===== src/rtl/fft_frame_scheduler_if.sv =====
// Sample-in / result-out stream handshakes between fft_frame_scheduler and its neighbours.
// master is the source/sink side; slave is the scheduler.
interface fft_frame_scheduler_if #(
  parameter int unsigned WIDTH = 36
);
  logic             in_valid;
  logic [WIDTH-1:0] in_data;
  logic             in_ready;
  logic             out_valid;
  logic [WIDTH-1:0] out_data;
  logic [3:0]       out_index;
  logic             out_last;
  logic             out_ready;

  modport master (
    output in_valid, in_data, out_ready,
    input  in_ready, out_valid, out_data, out_index, out_last
  );

  modport slave (
    input  in_valid, in_data, out_ready,
    output in_ready, out_valid, out_data, out_index, out_last
  );
endinterface


===== src/rtl/fft_frame_scheduler.sv =====
// Frame sequencer for fft_16pt: gathers 16 samples, starts the core, captures and streams
// the results while the next frame loads.
module fft_frame_scheduler #(
  parameter int unsigned WIDTH   = 36,
  parameter int unsigned TIMEOUT = 1023
) (
  input  logic                 clock,
  input  logic                 reset,
  fft_frame_scheduler_if.slave bus,
  output logic [WIDTH-1:0]     fft_f [0:15],
  output logic                 fft_start,
  input  logic [WIDTH-1:0]     fft_F [0:15],
  input  logic                 fft_done,
  output logic                 busy,
  output logic                 error,
  output logic [15:0]          frame_count
);

  localparam int unsigned WcntW = (TIMEOUT < 1) ? 1 : $clog2(TIMEOUT + 1);
  localparam logic [WcntW-1:0] WcntMax = WcntW'(TIMEOUT);

  typedef enum logic [1:0] {StLoad, StStart, StWait, StDrain} state_e;

  state_e           state_q, state_d;
  logic [WIDTH-1:0] ibuf_q [0:15];
  logic [WIDTH-1:0] rbuf_q [0:15];
  logic [4:0]       lcnt_q, lcnt_d;
  logic [3:0]       dcnt_q, dcnt_d;
  logic [WcntW-1:0] wcnt_q, wcnt_d, wcnt_inc;
  logic [15:0]      fcnt_q, fcnt_d;
  logic             error_q, error_d;
  logic             armed_q;
  logic             fft_start_q, busy_q, out_valid_q;
  logic             in_fire, capture;

  // Holds in_ready low for the first cycle out of reset.
  always_ff @(posedge clock) begin
    if (!reset) armed_q <= 1'b0;
    else        armed_q <= 1'b1;
  end

  assign bus.in_ready = armed_q && (state_q == StLoad || state_q == StDrain) && !lcnt_q[4];
  assign in_fire      = bus.in_valid && bus.in_ready;

  // Counter holds completed WAIT cycles, so abort comes after TIMEOUT cycles in WAIT.
  assign wcnt_inc = (wcnt_q >= WcntMax) ? wcnt_q : wcnt_q + 1'b1;

  always_comb begin
    state_d = state_q;
    lcnt_d  = in_fire ? lcnt_q + 5'd1 : lcnt_q;
    dcnt_d  = dcnt_q;
    wcnt_d  = wcnt_q;
    fcnt_d  = fcnt_q;
    error_d = error_q;
    capture = 1'b0;
    unique case (state_q)
      StLoad: begin
        if (lcnt_d[4]) state_d = StStart;
      end
      StStart: begin
        wcnt_d  = '0;
        state_d = StWait;
      end
      StWait: begin
        wcnt_d = wcnt_inc;
        if (fft_done) begin
          capture = 1'b1;
          lcnt_d  = '0;
          dcnt_d  = '0;
          fcnt_d  = fcnt_q + 16'd1;
          state_d = StDrain;
        end else if (wcnt_inc >= WcntMax) begin
          error_d = 1'b1;
          lcnt_d  = '0;
          state_d = StLoad;
        end
      end
      StDrain: begin
        if (bus.out_ready) begin
          dcnt_d = dcnt_q + 4'd1;
          if (dcnt_q == 4'd15) state_d = lcnt_d[4] ? StStart : StLoad;
        end
      end
      default: state_d = StLoad;
    endcase
  end

  always_ff @(posedge clock) begin
    if (!reset) begin
      state_q     <= StLoad;
      lcnt_q      <= '0;
      dcnt_q      <= '0;
      wcnt_q      <= '0;
      fcnt_q      <= '0;
      error_q     <= 1'b0;
      fft_start_q <= 1'b0;
      busy_q      <= 1'b0;
      out_valid_q <= 1'b0;
      ibuf_q      <= '{default: '0};
      rbuf_q      <= '{default: '0};
    end else begin
      state_q     <= state_d;
      lcnt_q      <= lcnt_d;
      dcnt_q      <= dcnt_d;
      wcnt_q      <= wcnt_d;
      fcnt_q      <= fcnt_d;
      error_q     <= error_d;
      fft_start_q <= (state_d == StStart);
      busy_q      <= (state_d == StStart) || (state_d == StWait);
      out_valid_q <= (state_d == StDrain);
      if (in_fire) ibuf_q[lcnt_q[3:0]] <= bus.in_data;
      if (capture) rbuf_q <= fft_F;
    end
  end

  assign fft_f         = ibuf_q;
  assign fft_start     = fft_start_q;
  assign busy          = busy_q;
  assign error         = error_q;
  assign frame_count   = fcnt_q;
  assign bus.out_valid = out_valid_q;
  assign bus.out_data  = out_valid_q ? rbuf_q[dcnt_q] : '0;
  assign bus.out_index = out_valid_q ? dcnt_q : 4'd0;
  assign bus.out_last  = out_valid_q && (dcnt_q == 4'd15);

endmodule

===== src/flat_wrapper.sv =====
// flat-port wrapper written by rule: the top's interface ports become plain ports
module fft_frame_scheduler_flat 
#(
  parameter int unsigned WIDTH   = 36,
  parameter int unsigned TIMEOUT = 1023
)
  (clock, reset, fft_f, fft_start, fft_F, fft_done, busy, error, frame_count, bus_in_valid, bus_in_data, bus_out_ready, bus_in_ready, bus_out_valid, bus_out_data, bus_out_index, bus_out_last);
  fft_frame_scheduler_if #(.WIDTH(WIDTH)) bus_i ();
  input  logic clock;
  input  logic reset;
  output logic [WIDTH-1:0] fft_f[0:15];
  output logic fft_start;
  input  logic [WIDTH-1:0] fft_F[0:15];
  input  logic fft_done;
  output logic busy;
  output logic error;
  output logic [15:0] frame_count;
  input wire logic [$bits(bus_i.in_valid)-1:0] bus_in_valid;
  input wire logic [$bits(bus_i.in_data)-1:0] bus_in_data;
  input wire logic [$bits(bus_i.out_ready)-1:0] bus_out_ready;
  output wire logic [$bits(bus_i.in_ready)-1:0] bus_in_ready;
  output wire logic [$bits(bus_i.out_valid)-1:0] bus_out_valid;
  output wire logic [$bits(bus_i.out_data)-1:0] bus_out_data;
  output wire logic [$bits(bus_i.out_index)-1:0] bus_out_index;
  output wire logic [$bits(bus_i.out_last)-1:0] bus_out_last;
  assign bus_i.in_valid = bus_in_valid;
  assign bus_i.in_data = bus_in_data;
  assign bus_i.out_ready = bus_out_ready;
  assign bus_in_ready = bus_i.in_ready;
  assign bus_out_valid = bus_i.out_valid;
  assign bus_out_data = bus_i.out_data;
  assign bus_out_index = bus_i.out_index;
  assign bus_out_last = bus_i.out_last;
  fft_frame_scheduler #(.WIDTH(WIDTH), .TIMEOUT(TIMEOUT)) u_core (.clock(clock), .reset(reset), .bus(bus_i), .fft_f(fft_f), .fft_start(fft_start), .fft_F(fft_F), .fft_done(fft_done), .busy(busy), .error(error), .frame_count(frame_count));
endmodule

===== config.mk =====
export PLATFORM = sky130hd
export DESIGN_NAME = fft_frame_scheduler_flat
export DESIGN_NICKNAME = d
export VERILOG_FILES = /design/src/rtl/fft_frame_scheduler_if.sv /design/src/rtl/fft_frame_scheduler.sv /design/src/flat_wrapper.sv
export SDC_FILE = /design/constraint.sdc
export NUM_CORES = 2
export LEC_CHECK = 0
export BUFFER_PORTS_ARGS = -buffer_cell sky130_fd_sc_hd__buf_2
export CORE_AREA = 5 5 481 483
export DETAILED_ROUTE_END_ITERATION = 12
export DIE_AREA = 0 0 486 488
export GPL_TIMING_DRIVEN = 0
export HOLD_SLACK_MARGIN = 0.15
export PLACE_DENSITY_LB_ADDON = 0.12
export SLEW_MARGIN = 10
export SYNTH_ARGS = -nofsm -noshare
export SYNTH_HDL_FRONTEND = slang
export SYNTH_SLANG_ARGS = --single-unit

===== constraint.sdc =====
create_clock -name clock -period 2.7 [get_ports clock]
set_clock_uncertainty 0.1 [all_clocks]
set_input_delay 0.54 -clock clock [delete_from_list [all_inputs] [get_ports clock]]
set_output_delay 0.54 -clock clock [all_outputs]
set_load 0.01 [all_outputs]

==> metrics.cfg <==
[logic_synthesis]
synth_top_family_by_area = simple AND/OR/NAND/NOR gates
synth.avg_cell_area_sq_um = 8.22
synthSimpleGateAreaFrac = 0.209
syn_inst = 5639
synth_compound_area_frac = 0.135
async_flop_share = 0
synth_edf_count = 0
yosys.area_share.adder = 0.00351
muxShareOfSynthArea = 0.0878
synth_nets = 6269
ys_ff_latch = 1194
yosysWarnings = 0
synth-main-ff-cell = dfxtp_1
synthDistinctLibCells = 59
ys_seq_area_frac = 0.515
yosys.area_share.xor_xnor = 0.00302
synth.cell_area_sq_um = 46400

[layout]
fillers = 24400
ff_latch_area_sq_um = 23900
fin_nets = 8307
drive_above_1_share = 0.257
final_util = 0.307
multiInputGateArea_sq_um = 20800
syn_to_final_growth_pct = 49.7

[sta]
timing.fmax_ghz = 0.260
slew_headroom = 0.265
rsz0062_at_grt = true
min_period_ns = 3.85
finalMaxSlewViolations = 0
tightest_slew_ns = 1.10
hold_viol = 0
setup_viol = 36
finalCritPeriodShare = 1.43
setup_ws_ns = -1.15

[placed_design]
place_congestion = 0.930
portBuffers = 1218
place_ws_ns = -1.94
dp_hpwl_um = 232000

[detailed_routing]
routed-wl-met3_um = 17800
routed_wl_um = 292000
drtIter0Drc = 3502
postRouteAntennaNets = 0
drc = 0
viasPerCell = 4.53
wl_met2_um = 142000
detail_route.wl_per_cell_um = 27.0
top_layer = met5
wl_met1_um = 117000
dr.pass1.iters = 6
num_vias = 49100

[die]
io_pins = 1255
start_util = 0.205
die_x_um = 486
dieArea_sq_um = 237000
rows = 175
die_y_um = 488
fp.coreArea_sq_um = 226000

[clock_tree]
clock_latency_ns = 0.80
clock-sinks = 1194
clock-root-buffer = clkbuf_16
cts_max_level = 4
cts_buffer_depth = 3
clk_pin_slew_worst_paths_ns = 0.06
numCtsBuffers = 148
cts_tree = yes

[pwr]
leakagePower_uw = 0.0262
max-vdd-ir-drop_mv = 0.442
power.share.switching = 0.245
power_density_nw_per_um2 = 589
clock_power_share = 0.505
power.share.sequential = 0.433
p_switching_uw = 10000
p_comb_frac = 0.062
intPower_uw = 30900

[critical_path]
cp.arrival_ns = 3.21
crit_type = reg2out
critPathLaunchType = flop
cp-end-kind = primary output
cp_max_fo = 6
worstPathRequired_ns = 2.06

[global_route]
grt_pass1_vias = 48100
grt_max_degree = 17
grt_usage = 0.235
grt_first_pass_wirelength_um = 390000
antenna_found_initial = 47
gr-total-overflow = 0

[job]
drv_cap = 0

[hold_path]
hp-class = in2reg

[run_status]
failed_checks = negative setup slack
status = complete, but fails checks

[cells in the final DEF, fill, tap and decap left out, types with 16 or more instances in the layout]
master	count
clkbuf_1	292
buf_1	17
clkbuf_8	38
clkinv_2	21
clkbuf_16	155
buf_12	30
buf_2	1249
and2_4	27
o21ai_0	16
a21oi_1	1170
clkbuf_4	19
dlygate4sd3_1	610
diode_2	29
buf_6	34
mux4_2	180
nor2_1	26
dfxtp_1	1185
nand2_1	2329
buf_4	43
clkbuf_2	93
and2_1	17
[routing by layer]
metal,track usage,up-vias
li1,-,22800
met1,0.278,23900
met2,0.407,1830
met3,0.0516,502
met4,0.110,20
met5,0,-
[stage by stage]
step / std cells / cell area (sq um) / total power (uW) / hold slack [ns] / TNS [ns]
after floorplan: 5639 / 46400 / 18600 / 0.332 / 0
after global placement: 9866 / 56200 / 19900 / 0.339 / -1282.12
after detailed placement: 9869 / 56300 / 19900 / 0.343 / -813.13
after CTS: 10800 / 69200 / 41300 / 0.160 / -42.64
after global routing: 10800 / 69400 / 42100 / 0.182 / -42.20
final: 10800 / 69400 / 40900 / 0.234 / -38.40
[cell usage after synthesis (6+ instances only)]
cell / instances / area [sq um]
mux4_2: 178 / 4010
buf_2: 61 / 305
or3_1: 6 / 37.5
dfxtp_1: 1194 / 23900
clkbuf_1: 389 / 1460
buf_1: 21 / 78.8
buf_4: 9 / 67.6
inv_1: 14 / 52.6
nor3_1: 6 / 30.0
nor2_1: 32 / 120
xor2_1: 8 / 70.1
and3_1: 9 / 56.3
xnor2_1: 8 / 70.1
a31oi_1: 8 / 50.1
a21oi_1: 1172 / 5870
buf_6: 13 / 146
and2_1: 47 / 294
ha_1: 13 / 163
o21ai_0: 18 / 90.1
nand3_1: 13 / 65.1
nand4_1: 8 / 50.1
nand2_1: 2345 / 8800
[path summary, 6_finish.rpt]
check / to / from / depth (start not counted) / slack (ns)
setup / recovery: bus_out_data[11] / u_core.dcnt_q[0] / 7 / -1.15
hold / removal: u_core.fft_f[195] / bus_in_data[15] / 3 / 0.23
setup reg to reg: u_core.rbuf_q[256] / u_core.state_q[1] / 7 / 0.09
hold reg to reg: u_core.fft_f[526] / u_core.fft_f[526] / 2 / 0.35
[critical path, stage by stage, from the launching register on]
cell and delay, ns:
dfxtp_2 0.35, buf_12 0.14, buf_16 0.17, buf_12 0.14
mux4_2 0.67, mux4_2 0.57, and2_1 0.21, buf_2 0.14
[power by group through the flow]
| stage | clock network, uW | logic (uW) | registers [uW] |
|---|---|---|---|
| floorplan | 0 | 472 | 18100 |
| global placement | 0 | 1780 | 18100 |
| detailed placement | 0 | 1780 | 18100 |
| CTS | 21100 | 2530 | 17700 |
| global route | 21800 | 2650 | 17700 |
| finish | 20700 | 2540 | 17700 |
[cells by family (layout without fill, tap and decap cells)]
kind of cell	after synthesis	in the layout
flip-flops	1194	1194
AO/OA/AOI/OAI	1227	1227
multiplexers	181	181
other	0	29
XOR/XNOR	16	16
AND/OR/NAND/NOR	2499	2499
adder cells (fa/ha/maj)	13	13
buffers and inverters	509	2657
[final cells by class]
class	count	area share
diodes	29	0.00105
flip-flops and latches	1194	0.345
clock inverters	46	0.00936
repair buffers	1901	0.193
well taps	3009	0.0542
plain buffers	481	0.0355
inverters	15	0.000883
multi-input cells	3936	0.299
clock buffers	214	0.0625
[sequential cells by signal (all words and copies together) (netlist names), 2 cells and up]
signal              cells
u_core.frame_count     16
u_core.dcnt_q           4
u_core.lcnt_q           5
u_core.state_q          2
u_core.rbuf_q         576
u_core.wcnt_q          10
u_core.fft_f          576
[repair_timing]
action	4_1_cts	5_1_grt
endpoints found under the hold margin	761	0
resized for setup	345	80
hold buffers	610	0
endpoints found under the setup margin	1204	348
gates cloned	5	3
pin swaps	25	9
setup buffers	60	5
(Power assumes the default switching activity.)
